--- src/rtl/channel_llr_loader.sv ---
// Loads P channel LLRs per beat into bit-reversed storage and presents the frame as a flat bus; CHANNEL_PINGPONG_EN adds a second bank.
// Frame visible one cycle after its last beat; in_ready drops while no bank is free to write.
module channel_llr_loader #(
    parameter int n = 3,
    parameter int Q = 6,
    parameter int P = 2
) (
    input  logic                  clk,
    input  logic                  rst,
    input  logic                  in_valid,
    output logic                  in_ready,
    input  logic [P*Q-1:0]        in_data,
    output logic                  frame_valid,
    input  logic                  dec_start,
    input  logic                  dec_done,
    output logic                  dec_active,
    output logic [(1<<n)*Q-1:0]   channel_data
);
    localparam int N  = 1 << n;
    localparam int LP = $clog2(P);
    localparam int CW = (n - LP) > 0 ? (n - LP) : 1;
    localparam int NB = N / P;
`ifdef CHANNEL_PINGPONG_EN
    localparam int NBANK = 2;
`else
    localparam int NBANK = 1;
`endif

    typedef enum logic [1:0] {EMPTY, FILLING, FULL, IN_USE} bank_state_t;

    bank_state_t   state     [NBANK];
    bank_state_t   state_nxt [NBANK];
    logic          wr_bank, rd_bank, wr_bank_nxt, rd_bank_nxt;
    logic [CW-1:0] beat_cnt;
    logic [Q-1:0]  mem [NBANK][N];
    logic [n-1:0]  wr_addr [P];
    logic          beat_acc, last_beat, start_acc, done_acc;

    function automatic logic [n-1:0] bitrev(input logic [n-1:0] x);
        logic [n-1:0] r;
        r = '0;
        for (int m = 0; m < n; m++) r[n-1-m] = x[m];
        return r;
    endfunction

    assign in_ready    = !rst && (state[wr_bank] == EMPTY || state[wr_bank] == FILLING);
    assign frame_valid = (state[rd_bank] == FULL);
    assign dec_active  = (state[rd_bank] == IN_USE);
    assign beat_acc    = in_valid && in_ready;
    assign last_beat   = beat_acc && (beat_cnt == CW'(NB - 1));
    assign start_acc   = dec_start && frame_valid;
    assign done_acc    = dec_done && dec_active;

    // A bank being written is never IN_USE, so write and decoder events never hit the same bank.
    always_comb begin
        for (int b = 0; b < NBANK; b++) state_nxt[b] = state[b];
        wr_bank_nxt = wr_bank;
        rd_bank_nxt = rd_bank;
        if (beat_acc) state_nxt[wr_bank] = last_beat ? FULL : FILLING;
        if (start_acc) state_nxt[rd_bank] = IN_USE;
        if (done_acc) state_nxt[rd_bank] = EMPTY;
`ifdef CHANNEL_PINGPONG_EN
        if (last_beat) wr_bank_nxt = ~wr_bank;
        if (done_acc) rd_bank_nxt = ~rd_bank;
`endif
    end

    always_ff @(posedge clk) begin
        if (rst) begin
            for (int b = 0; b < NBANK; b++) state[b] <= EMPTY;
            wr_bank <= 1'b0;
            rd_bank <= 1'b0;
        end else begin
            for (int b = 0; b < NBANK; b++) state[b] <= state_nxt[b];
            wr_bank <= wr_bank_nxt;
            rd_bank <= rd_bank_nxt;
        end
    end

    always_comb begin
        for (int k = 0; k < P; k++) begin
            wr_addr[k] = bitrev(n'(int'(beat_cnt) * P + k));
        end
    end

    always_ff @(posedge clk) begin
        if (rst) begin
            beat_cnt <= '0;
            for (int b = 0; b < NBANK; b++)
                for (int j = 0; j < N; j++) mem[b][j] <= '0;
        end else if (beat_acc) begin
            beat_cnt <= last_beat ? '0 : beat_cnt + CW'(1);
            for (int k = 0; k < P; k++) mem[wr_bank][wr_addr[k]] <= in_data[k*Q +: Q];
        end
    end

    always_comb begin
        channel_data = '0;
        for (int j = 0; j < N; j++) channel_data[j*Q +: Q] = mem[rd_bank][j];
    end
endmodule

--- config.mk ---
export PLATFORM = sky130hd
export DESIGN_NAME = channel_llr_loader
export DESIGN_NICKNAME = d
export VERILOG_FILES = /design/src/rtl/channel_llr_loader.sv
export SDC_FILE = /design/constraint.sdc
export NUM_CORES = 1
export LEC_CHECK = 0
export BUFFER_PORTS_ARGS = -buffer_cell sky130_fd_sc_hd__buf_2
export CAP_MARGIN = 20
export CORE_ASPECT_RATIO = 1.25
export CORE_MARGIN = 1.5
export CORE_UTILIZATION = 49
export DETAILED_ROUTE_END_ITERATION = 16
export PLACE_DENSITY_LB_ADDON = 0.12
export SLEW_MARGIN = 20
export SYNTH_ARGS = -nofsm -noshare
export SYNTH_HDL_FRONTEND = slang
export SYNTH_SLANG_ARGS = --single-unit
--- constraint.sdc ---
create_clock -name clk -period 2.6 [get_ports clk]
set_clock_uncertainty 0.05 [all_clocks]
set_input_delay 0.13 -clock clk [delete_from_list [all_inputs] [get_ports clk]]
set_output_delay 0.13 -clock clk [all_outputs]
set_load 0.02 [all_outputs]
-- Word level (Yosys, flattened, before mapping)
Memory sizes are Yosys's and may differ from the RTL's.
Index checks and enable logic that the tools add are counted.
- reduce and logical (&&, ||, !) cells: 14
- add/subtract/negate cells: 2
- eq/ne operators: 5
- multipliers: 0
- shifts and indexed selects: 0
- mux-type cells: 22
- bitwise operators: 2
- div/mod/pow operators: 0
- magnitude comparators: 4
- operator list (cell ; count):
    $mux W48 ; 6
    $reduce_or A48 Y1 ; 2
    $demux W6 S3 ; 2
    $mux W2 ; 6
    $mux W6 ; 2
    $ge A4 B4 Y1 const B ; 2
    $lt A4 B1 Y1 const B ; 2
    $logic_and A1 B1 Y1 ; 7
    $eq A2 B2 Y1 const B ; 3
    $mux W1 ; 6
    $not A2 Y4 ; 1
    $not A3 Y4 ; 1
    $add A3 B1 Y3 const B ; 1
    $ne A3 B3 Y1 const B ; 1
    $add A2 B1 Y2 const B ; 1
    $eq A2 B1 Y1 const B ; 1
    $logic_not A2 Y1 ; 1
    $reduce_and A2 Y1 ; 1
    $reduce_or A2 Y1 ; 1
    $logic_not A1 Y1 ; 1
    $logic_or A1 B1 Y1 ; 1
- latch bits: 0
- flip-flop bits (word level): 2
- output and inout bits: 51
- input bits: 17
- bits in writable memories: 50
- logic and storage cells: 52
- ROM bits: 0
- memories: 2
- memory list (memory ; words ; width ; read ports ; clocked after Yosys merged registers in ; wr ports ; RTL line ; source):
    mem ; 1 ; 48 ; 1 ; 0 ; 8 ; 35 ; logic [Q-1:0] mem [NBANK][N];
    state ; 1 ; 2 ; 1 ; 0 ; 1 ; 31 ; bank_state_t state [NBANK];

-- Longest topological paths before layout
An unclocked memory read counts as a cell.
- depth in word-level cells: 11
- depth in mapped cells: 6
- gate-level depth less buffers: 5

-- Worst setup path before layout
Ideal clock, no wire load.
- path type: register to register
- from: register beat_cnt[0]
- to: memory mem[0][36] (netlist bit), data pin
- library setup time: 255 ps
- buffers on the path: 1
- arrival time: 1570 ps
- data required time: 2295 ps
- stages on the path, launching flop included: 7
- setup slack: 725 ps
- clock period less this slack: 1875 ps
- cell sequence: dfxtp_1 -> inv_1 -> ha_1 -> or4_1 -> and3_1 -> buf_6 -> and2_1
- RTL lines (what ; RTL line ; source):
    start, declared ; 34 ; logic [CW-1:0] beat_cnt;
    start signal, assigned ; 92 ; beat_cnt <= last_beat ? '0 : beat_cnt + CW'(1);
    end, declared ; 35 ;

==> metrics.yaml <==
floorplan:
  die_h_um: 74.67
  core_sq_um: 3847
  ioPinCount: 68
  initial_core_util_pct: 52.33
  die_w_um: 60.33
  die_area_sq_um: 4505
  core.rowCount: 25
clock_network:
  clockBufferDepth: 2
  insertion_delay_ns: 0.29
  clkTransAtPathRegs_ns: 0.09
  clkSinkCount: 52
  post_cts_buffers: 0
  cts.htree.levels: 2
  cts_buffers: 5
  cts_tree: "done"
  cts_root_buffer: "clkbuf_8"
timing:
  fmax_ghz: 0.5133
  final_max_slew_viol_count: 0
  hold_viol: 0
  worst_pin_slew_ns: 0.6622
  slew-limit-headroom_pct: 55.60
  setup_slack_ns: 0.6520
  setup_viol: 0
  finalCritPeriodShare_pct: 74.92
  tns_ns: 0
  period_minus_slack_ns: 1.948
  rsz0062_at_grt: "no"
drt:
  drtIter0Drc: 68
  ant_nets: 0
  wire_per_inst_um: 13.17
  post-route-drc-count: 0
  dr.pass1.iters: 4
  viasPerCell: 4.892
  num_vias: 1580
  routed_wirelength_um: 4253
place:
  io_buffers: 67
  dp_hpwl_um: 2889
  dp_slack_ns: 0.6594
  place_congestion: 0.7536
critical_path:
  cp.required_ns: 2.61
  criticalPathCategory: "flip-flop to flip-flop"
  path_cells: "inv_1 > ha_1 > or4_1 > and3_1 > and2_1"
  worstPathArrival_ns: 1.96
  end_kind: "flip-flop"
  critPathLaunchType: "flip-flop"
  cp_max_fo: 12
  cp_num_buf_inv: 1
  cpMaxStageDelayCell: "or4_1"
  crit_family: "simple AND/OR/NAND/NOR gates"
  cpPeakStageDelay_ns: 0.50
power_and_ir_drop:
  leakagePower_nw: 1.153
  vdd_ir_drop_max_uv: 372.6
  p_per_area_nw_per_um2: 599.3
yosys:
  synth.distinct_cells: 22
  yosys-top-cells-area: "dfxtp_1 (40%), edfxtp_1 (18%), nand2_1 (9.1%)"
  synth_top_area_cell: "dfxtp_1"
  syn-cell-area_sq_um: 2013
  synth_compound_area_share_pct: 7.396
  ys_ff_latch: 52
  yosys_warnings: 0
  synth_xor_area_share_pct: 0
  synth_adder_area_share_pct: 2.486
  synth_top_family_by_area: "simple AND/OR/NAND/NOR gates"
  syn_nets: 226
  avgSynthCellArea_sq_um: 9.820
  syn_inst: 205
  synthMuxAreaShare_pct: 6.961
  yosysTopAreaCellShare_pct: 39.78
  synth-simple-area-share_pct: 21.94
  ys_seq_area_share_pct: 57.68
grt:
  grt_pass1_wl_um: 6568
  grt_start_max_net_pins: 33
  gr-total-overflow: 0
  antenna_found_initial: 0
  track_usage_pct: 20.01
  grt_pass1_vias: 1452
layout:
  seqCellArea_sq_um: 1161
  drive_above_1_share_pct: 28.25
  multiInputGateArea_sq_um: 780.7
  area_growth_pct: 21.75
  nFillCells: 349
  nNetsFinal: 289
  antenna_cells: 0
run_status:
  outcome: "finished clean"
job:
  timing.max_cap.violations: 0
min_path:
  hold_class: "primary input to flip-flop"
[layout make-up]
class,count,share of cell area (%)
clock buffer,7,3.114
clock inverter,1,0.2042
inverter,2,0.3063
multi-input combinational,138,31.85
sequential,52,47.37
tap,54,2.757
timing repair buffer,69,14.40
[state kept, by name, indices dropped and copies added (netlist names)]
name and cells:
mem 48, beat_cnt 2, state 2
[synthesized netlist by cell type]
library cell	n
a211oi_1	1
nor2_1	18
edfxtp_1	12
and3_1	1
inv_1	2
dfxtp_1	40
mux2i_1	14
buf_1	1
clkbuf_1	5
o211ai_1	1
buf_6	1
nand2b_1	2
or4_1	1
a21oi_1	25
ha_1	4
buf_2	6
and4bb_2	2
a211o_1	1
nor2b_1	2
and2_1	13
nand4bb_1	4
nand2_1	49
[repair_timing]
action / 4_1_cts / 5_1_grt
hold buffers: 1 / 0
gates resized for setup: 0 / 0
endpoints found under the hold margin: 1 / 0
[per-layer routing]
layer	wire, um	vias to the layer above	share of wire (%)	track usage [%]
met4	48	0	1.1	6.914
met1	1827	715	43	23.87
li1	-	800	-	-
met2	2081	61	49	33.82
met3	295	4	6.9	6.357
met5	0	-	0	0
[cell families (layout without fill, tap and decap cells)]
logic type,Yosys count,in the layout
AND/OR/NAND/NOR,92,92
adder cells (fa/ha/maj),4,4
AO/OA/AOI/OAI,28,28
buffers and inverters,15,79
multiplexers,14,14
flip-flops,52,52
[cells in the final DEF, fill, tap and decap left out, drive strengths merged, types with 4 or more instances in the layout]
master / count
clkbuf: 7
buf: 68
a21oi: 25
mux2i: 14
nand2: 49
nor2: 18
edfxtp: 12
ha: 4
and2: 13
dfxtp: 40
nand4bb: 4
[worst paths after layout]
path | start | end | slack, ns | depth (start not counted)
setup / recovery | beat_cnt[0]$_SDFFE_PP0N_ | mem[0][40]$_DFFE_PP_ | 0.65 | 5
hold / removal | in_data[3] | mem[0][33]$_SDFFE_PP0P_ | 0.04 | 3
setup reg to reg | beat_cnt[0]$_SDFFE_PP0N_ | mem[0][40]$_DFFE_PP_ | 0.65 | 5
hold reg to reg | mem[0][34]$_SDFFE_PP0P_ | mem[0][34]$_SDFFE_PP0P_ | 0.40 | 2
[worst min-delay path: cells and delay by family]
kind	cells	cell delay, ns
AOI/OAI and AO/OA	1	0.05
buffers and inverters	1	0.12
and+or+nand+nor	1	0.05
[through the flow]
| step | util, % | total power, mW | cell area, sq um | hold WS, ns | instances |
|---|---|---|---|---|---|
| 6_report | 63.71 | 1.469 | 2451 | 0.03529 | 323 |
| 3_3_place_gp | 61.33 | 1.053 | 2360 | 0.2821 | 314 |
| 3_5_place_dp | 61.33 | 1.056 | 2360 | 0.2805 | 314 |
| 5_1_grt | 63.71 | 1.531 | 2451 | 0.04482 | 323 |
| 2_1_floorplan | - | 0.9970 | 2013 | 0.1756 | 205 |
| 4_1_cts | 63.71 | 1.484 | 2451 | 0.03450 | 323 |
[power by group]
part / switching (mW) / total, mW / internal, mW
Sequential: 0.0132 / 0.871 / 0.858
Combinational: 0.106 / 0.166 / 0.0601
Clock: 0.243 / 0.432 / 0.189
Power figures use the tool's default switching activity.
